===== src/rtl/mem_port_arbiter_pkg.sv =====
// Memory port types shared by the core, the DMA/debug master and the MMU.
package mem_port_arbiter_pkg;

    typedef enum logic [1:0] {
        MEM_ACCESS_BYTE = 2'd0,
        MEM_ACCESS_HALF = 2'd1,
        MEM_ACCESS_WORD = 2'd2
    } mem_access_t;

    typedef logic [3:0] mem_exception_mask_t;

endpackage


===== src/rtl/mem_port_arbiter.sv =====
// Two-master, one-transaction-at-a-time arbiter in front of the single memory port.
// Requester 0 has fixed priority; a burst counter lets requester 1 in after MAX_BURST grants.
module mem_port_arbiter
    import mem_port_arbiter_pkg::*;
#(
    parameter int unsigned MAX_BURST = 4
) (
    input  logic                clk,
    input  logic                rst,
    input  logic                ena,

    input  logic                req0_valid,
    input  logic [31:0]         req0_addr,
    input  logic [31:0]         req0_wr_data,
    input  logic                req0_wr_ena,
    input  mem_access_t         req0_access,
    output logic                req0_ready,
    output logic                req0_resp_valid,
    output logic [31:0]         req0_rd_data,
    output mem_exception_mask_t req0_exception,

    input  logic                req1_valid,
    input  logic [31:0]         req1_addr,
    input  logic [31:0]         req1_wr_data,
    input  logic                req1_wr_ena,
    input  mem_access_t         req1_access,
    output logic                req1_ready,
    output logic                req1_resp_valid,
    output logic [31:0]         req1_rd_data,
    output mem_exception_mask_t req1_exception,

    output logic [31:0]         mem_addr,
    output logic [31:0]         mem_wr_data,
    output logic                mem_wr_ena,
    output mem_access_t         mem_access,
    input  logic [31:0]         mem_rd_data,
    input  mem_exception_mask_t mem_exception,

    output logic                busy
);

    localparam logic [3:0] MAX_CNT = 4'(MAX_BURST);

    typedef enum logic [1:0] {
        S_IDLE  = 2'd0,
        S_ISSUE = 2'd1,
        S_RESP  = 2'd2
    } state_t;

    state_t              state_q, state_d;
    logic [31:0]         lat_addr_q, lat_addr_d;
    logic [31:0]         lat_wr_data_q, lat_wr_data_d;
    logic                lat_wr_ena_q, lat_wr_ena_d;
    mem_access_t         lat_access_q, lat_access_d;
    logic                lat_id_q, lat_id_d;
    logic [3:0]          starve_cnt_q, starve_cnt_d;
    mem_exception_mask_t exc_lat_q, exc_lat_d;
    logic [31:0]         rd0_data_q, rd0_data_d;
    logic [31:0]         rd1_data_q, rd1_data_d;
    mem_exception_mask_t exc0_q, exc0_d;
    mem_exception_mask_t exc1_q, exc1_d;
    logic [1:0]          resp_valid_q, resp_valid_d;

    logic                grant_valid;
    logic                grant_id;
    logic [31:0]         resp_data;

    always_comb begin
        grant_valid = 1'b0;
        grant_id    = 1'b0;
        if (state_q == S_IDLE && ena && !rst) begin
            if (req0_valid && req1_valid) begin
                grant_valid = 1'b1;
                grant_id    = (starve_cnt_q == MAX_CNT);
            end else if (req0_valid) begin
                grant_valid = 1'b1;
            end else if (req1_valid) begin
                grant_valid = 1'b1;
                grant_id    = 1'b1;
            end
        end
    end

    assign req0_ready = grant_valid && !grant_id;
    assign req1_ready = grant_valid && grant_id;

    always_comb begin
        state_d       = state_q;
        lat_addr_d    = lat_addr_q;
        lat_wr_data_d = lat_wr_data_q;
        lat_wr_ena_d  = lat_wr_ena_q;
        lat_access_d  = lat_access_q;
        lat_id_d      = lat_id_q;
        starve_cnt_d  = starve_cnt_q;
        exc_lat_d     = exc_lat_q;
        rd0_data_d    = rd0_data_q;
        rd1_data_d    = rd1_data_q;
        exc0_d        = exc0_q;
        exc1_d        = exc1_q;
        // A pending pulse survives an ena-low window and is delivered afterwards.
        resp_valid_d  = ena ? 2'b00 : resp_valid_q;
        resp_data     = lat_wr_ena_q ? 32'd0 : mem_rd_data;

        if (ena) begin
            case (state_q)
                S_IDLE: begin
                    if (grant_valid) begin
                        lat_id_d      = grant_id;
                        lat_addr_d    = grant_id ? req1_addr    : req0_addr;
                        lat_wr_data_d = grant_id ? req1_wr_data : req0_wr_data;
                        lat_wr_ena_d  = grant_id ? req1_wr_ena  : req0_wr_ena;
                        lat_access_d  = grant_id ? req1_access  : req0_access;
                        state_d       = S_ISSUE;
                        if (grant_id || !req1_valid)
                            starve_cnt_d = 4'd0;
                        else if (starve_cnt_q != MAX_CNT)
                            starve_cnt_d = starve_cnt_q + 4'd1;
                    end
                end
                S_ISSUE: begin
                    exc_lat_d = mem_exception;
                    state_d   = S_RESP;
                end
                S_RESP: begin
                    if (lat_id_q) begin
                        rd1_data_d = resp_data;
                        exc1_d     = exc_lat_q;
                    end else begin
                        rd0_data_d = resp_data;
                        exc0_d     = exc_lat_q;
                    end
                    resp_valid_d[lat_id_q] = 1'b1;
                    state_d = S_IDLE;
                end
                default: state_d = S_IDLE;
            endcase
        end
    end

    always_ff @(posedge clk) begin
        if (rst) begin
            state_q       <= S_IDLE;
            lat_addr_q    <= 32'd0;
            lat_wr_data_q <= 32'd0;
            lat_wr_ena_q  <= 1'b0;
            lat_access_q  <= MEM_ACCESS_WORD;
            lat_id_q      <= 1'b0;
            starve_cnt_q  <= 4'd0;
            exc_lat_q     <= '0;
            rd0_data_q    <= 32'd0;
            rd1_data_q    <= 32'd0;
            exc0_q        <= '0;
            exc1_q        <= '0;
            resp_valid_q  <= 2'b00;
        end else begin
            state_q       <= state_d;
            lat_addr_q    <= lat_addr_d;
            lat_wr_data_q <= lat_wr_data_d;
            lat_wr_ena_q  <= lat_wr_ena_d;
            lat_access_q  <= lat_access_d;
            lat_id_q      <= lat_id_d;
            starve_cnt_q  <= starve_cnt_d;
            exc_lat_q     <= exc_lat_d;
            rd0_data_q    <= rd0_data_d;
            rd1_data_q    <= rd1_data_d;
            exc0_q        <= exc0_d;
            exc1_q        <= exc1_d;
            resp_valid_q  <= resp_valid_d;
        end
    end

    // The latched request stays on the port after completion until the next grant.
    assign mem_addr        = lat_addr_q;
    assign mem_wr_data     = lat_wr_data_q;
    assign mem_access      = lat_access_q;
    assign mem_wr_ena      = (state_q == S_ISSUE) && lat_wr_ena_q && ena && !rst;
    assign busy            = (state_q != S_IDLE);

    assign req0_resp_valid = resp_valid_q[0] && ena;
    assign req1_resp_valid = resp_valid_q[1] && ena;
    assign req0_rd_data    = rd0_data_q;
    assign req1_rd_data    = rd1_data_q;
    assign req0_exception  = exc0_q;
    assign req1_exception  = exc1_q;

endmodule


===== config.mk =====
export PLATFORM = sky130hd
export DESIGN_NAME = mem_port_arbiter
export DESIGN_NICKNAME = d
export VERILOG_FILES = /design/src/rtl/mem_port_arbiter_pkg.sv /design/src/rtl/mem_port_arbiter.sv
export SDC_FILE = /design/constraint.sdc
export NUM_CORES = 1
export LEC_CHECK = 0
export BUFFER_PORTS_ARGS = -buffer_cell sky130_fd_sc_hd__buf_4
export CELL_PAD_IN_SITES_DETAIL_PLACEMENT = 0
export CELL_PAD_IN_SITES_GLOBAL_PLACEMENT = 1
export CORE_MARGIN = 5
export CORE_UTILIZATION = 35
export DETAILED_ROUTE_END_ITERATION = 8
export MAX_ROUTING_LAYER = met4
export PLACE_DENSITY_LB_ADDON = 0.08
export SETUP_SLACK_MARGIN = 0.15
export SLEW_MARGIN = 0
export SYNTH_ARGS = -nofsm -noshare
export SYNTH_HDL_FRONTEND = slang
export SYNTH_SLANG_ARGS = --single-unit

===== constraint.sdc =====
create_clock -name clk -period 5.09 [get_ports clk]
set_clock_uncertainty 0.1 [all_clocks]
set_input_delay 0.7635 -clock clk [delete_from_list [all_inputs] [get_ports clk]]
set_output_delay 0.7635 -clock clk [all_outputs]
set_load 0.01 [all_outputs]

==> impl_summary.log <==
INFO  metric run_status = finished, final reports clean
INFO  metric maxSlewViolCount = 0
INFO  metric timing.fmax = 307 MHz
INFO  metric die_width = 150 µm
INFO  metric avgRoutedWirePerCell = 19.3 µm
INFO  metric worstSetupEndpointType = primary output
INFO  metric final.period_utilization = 0.641
INFO  metric synthesized_flop_and_latch_total = 152
INFO  metric yosysWarnings = 0
INFO  metric ir_drop = 0.000218 V
INFO  metric finalSetupViolations = 0
INFO  metric cts_tree = done
INFO  metric cts_h_tree_depth = 4
INFO  metric place_worst_setup_slack = 1.78 ns
INFO  metric finalSetupTns = 0 ns
INFO  metric yosys.cell_types.count = 34
INFO  metric setup.worst_path.class = in -> out
INFO  metric timing.critical_path.arrival = 2.40 ns
INFO  metric critical_path.top_delay_family = buffers and inverters
INFO  metric grt_first_pass_wirelength = 39.5 mm
INFO  metric final_net_count = 1256
INFO  metric pin_count = 319
INFO  metric timing.critical_path.cells = buf_4 -> nor4b_4 -> buf_4 -> o211ai_1 -> inv_1 -> buf_4
INFO  metric slew_headroom = 0.335
INFO  metric cts_hold_buffers = 0
INFO  metric drt_pass1_iterations = 6
INFO  metric dpl_cell_area = 9220 µm²
INFO  metric critPathMostFrequentCell = sky130_fd_sc_hd__buf_4
INFO  metric postSynth.topFlopCell = sky130_fd_sc_hd__dfxtp_1
INFO  metric grt_setup_unrepaired = false
INFO  metric clk_latency = 0.42 ns
INFO  metric number_of_inserted_filler_cells_in_the_final_layout = 1955
INFO  metric cp.buffers_inverters = 4
INFO  metric route.final.wire_length = 26.2 mm
INFO  metric ys_async_sr_fraction = 0
INFO  metric grt_antenna_before_repair = 0
INFO  metric io_buffer_count = 318
INFO  metric timing_worst_slew_pin_value = 0.998 ns
INFO  metric period_needed = 3.26 ns
INFO  metric weighted_congestion_reported_at_the_end_of_routability_driven_placement = 0.768
INFO  metric synthToLayoutAreaGrowth = 43.2%
INFO  metric setup_fix_buffers_added_after_clock_tree_synthesis = 0
INFO  metric worst_setup_path_startpoint = rst
INFO  metric hold_start = req1_rd_data[8]
INFO  metric final_cell_area = 9790 µm²
INFO  metric first_global_vias = 7070
INFO  metric placement_rows = 51
INFO  metric root_buffer = sky130_fd_sc_hd__clkbuf_16
INFO  metric p_leak = 3.76 nW
INFO  metric cellPowerDensity = 289 nW/µm²
INFO  metric post_synth_inst_count = 840
INFO  metric detail_route.vias_per_cell = 5.54
INFO  metric pin_count_of_the_biggest_net_entering_global_routing = 98
INFO  metric worst_slack = 1.83 ns
INFO  metric initial_utilization = 0.354
INFO  metric synth_edf_count = 0
INFO  metric cts.repair.resized = 0
INFO  metric clk_pin_slew_worst_paths = 0.07 ns
INFO  metric synth.avg_cell_area = 8.14 µm²
INFO  metric final_layout_size_suffix_gt1_frac = 0.339
INFO  metric synthesized_net_count = 1017
INFO  metric finalHoldViolCount = 0
INFO  metric synthesis.area = 6840 µm²
INFO  metric diodes = 0
INFO  metric yosysTopAreaCellShare = 0.445
INFO  metric clock_path_buffers = 2
INFO  metric detail_route.drc_violations = 0
INFO  metric reg2reg_slack = 2.59 ns
INFO  metric ys_seq_area_frac = 0.445
INFO  metric ant_nets = 0
INFO  metric floorplan.core_area = 19300 µm²
INFO  metric synthMostInstantiatedCell = sky130_fd_sc_hd__dfxtp_1
INFO  metric synth_top_cells_by_count = sky130_fd_sc_hd__dfxtp_1, sky130_fd_sc_hd__nand2_1, sky130_fd_sc_hd__a21oi_1
INFO  metric cp.required = 4.23 ns
INFO  metric die_height = 150 µm
INFO  metric route.vias.total = 7524
INFO  metric grt-ovfl-total = 0
INFO  metric critPathSlowestCell = sky130_fd_sc_hd__buf_4
INFO  metric clock-sinks = 152
INFO  metric maxCapViolCount = 0
INFO  metric die_area = 22400 µm²
INFO  metric gr-usage-all-layers = 0.225
INFO  metric worstPathMaxFanout = 84
INFO  metric rr_startpoint = state_q[1]
INFO  metric synth_top_cell_by_area = sky130_fd_sc_hd__dfxtp_1
INFO  metric ys_top_cells_by_area = sky130_fd_sc_hd__dfxtp_1, sky130_fd_sc_hd__nand2_1, sky130_fd_sc_hd__a21oi_1, sky130_fd_sc_hd__a2111oi_0, sky130_fd_sc_hd__o2111ai_1
INFO  metric drt-initial-drc-count = 430
INFO  metric worst_hold_path_type = reg -> reg
INFO  metric detailed_place_hpwl = 16.4 mm
INFO  metric fin_total_pwr = 0.00283 W
INFO  metric crit_path_max_incr_delay = 0.45 ns
INFO  metric cts-buffers-inserted = 17
INFO  metric worst_setup_path_start_kind = input port
[stage by stage]
| stage | hold WS [ns] | std cells | utilization |
|---|---|---|---|
| after global placement | 0.343 | 1325 | 0.477 |
| after global routing | 0.370 | 1357 | 0.506 |
| after detailed placement | 0.347 | 1325 | 0.477 |
| after CTS | 0.356 | 1357 | 0.506 |
| after floorplan | 0.345 | 840 | - |
| final | 0.354 | 1357 | 0.506 |
[worst paths after layout]
kind	end	cells past startpoint
hold reg to reg	req1_rd_data[8]	2
setup / recovery	req1_ready	6
setup reg to reg	mem_addr[15]	5
hold / removal	req1_rd_data[8]	2
[final cells by class]
| type | count | area (µm²) | area share |
|---|---|---|---|
| clock buffers | 17 | 425 | 0.0435 |
| clock inverters | 15 | 144 | 0.0147 |
| inverters | 7 | 26.3 | 0.00268 |
| multi-input cells | 572 | 3350 | 0.342 |
| flip-flops and latches | 152 | 3040 | 0.311 |
| well taps | 265 | 332 | 0.0339 |
| repair buffers | 329 | 2470 | 0.252 |
[layout by cell type (no fill, tap or decap), types with 2 or more instances in the layout]
cell                         count
sky130_fd_sc_hd__a2111oi_0      48
sky130_fd_sc_hd__a21oi_1       103
sky130_fd_sc_hd__a31oi_1        44
sky130_fd_sc_hd__and2_1          3
sky130_fd_sc_hd__buf_4         329
sky130_fd_sc_hd__clkbuf_16      17
sky130_fd_sc_hd__clkinv_2        2
sky130_fd_sc_hd__clkinv_4        2
sky130_fd_sc_hd__clkinvlp_4      5
sky130_fd_sc_hd__dfxtp_1       152
sky130_fd_sc_hd__ha_1            2
sky130_fd_sc_hd__inv_1           6
sky130_fd_sc_hd__inv_6           3
sky130_fd_sc_hd__inv_8           2
sky130_fd_sc_hd__mux2i_1         4
sky130_fd_sc_hd__nand2_1       145
sky130_fd_sc_hd__nand2b_1        3
sky130_fd_sc_hd__nand3_1         2
sky130_fd_sc_hd__nand3b_1        2
sky130_fd_sc_hd__nand4_1        45
sky130_fd_sc_hd__nand4b_1        4
sky130_fd_sc_hd__nor2_1          5
sky130_fd_sc_hd__nor2b_1        33
sky130_fd_sc_hd__nor4_1         24
sky130_fd_sc_hd__o2111ai_1      43
sky130_fd_sc_hd__o21ai_0        48
sky130_fd_sc_hd__or2_2           2
[flip-flops by register name (all words and copies together) (netlist names), 4 cells and up, named ones only]
register	cells
req0_rd_data	32
req1_exception	4
exc_lat_q	4
starve_cnt_q	4
req0_exception	4
mem_addr	32
mem_wr_data	32
req1_rd_data	32
[cells by family (layout without fill, tap and decap cells)]
logic type               Yosys count  count (layout)  share of synthesized area
AO/OA/AOI/OAI                    288             288                      0.270
AND/OR/NAND/NOR                  278             278                      0.206
flip-flops                       152             152                      0.445
buffers and inverters            116             368                     0.0692
multiplexers                       4               4                    0.00586
adder cells (fa/ha/maj)            2               2                    0.00366
[worst register-to-register path: stages (launching register included)]
cell	delay [ns]
sky130_fd_sc_hd__dfxtp_1	0.40
sky130_fd_sc_hd__nor4b_4	0.29
sky130_fd_sc_hd__buf_4	0.45
sky130_fd_sc_hd__buf_4	0.67
sky130_fd_sc_hd__o2111ai_1	0.27
sky130_fd_sc_hd__a31oi_1	0.22
[per-layer routing]
layer,vias to the layer above,wire (µm),GRT usage
met5,-,0,-
met4,0,675,0.0764
met3,40,1980,0.0578
met2,274,12400,0.346
met1,3597,11100,0.290
li1,3613,-,-
[where the power goes]
group	switching (W)	internal [W]	total, W
Combinational	0.000187	0.000169	0.000356
Sequential	0.0000191	0.00122	0.00124
Clock	0.000549	0.000683	0.00123
No activity file was read; power rests on OpenSTA's default activity.
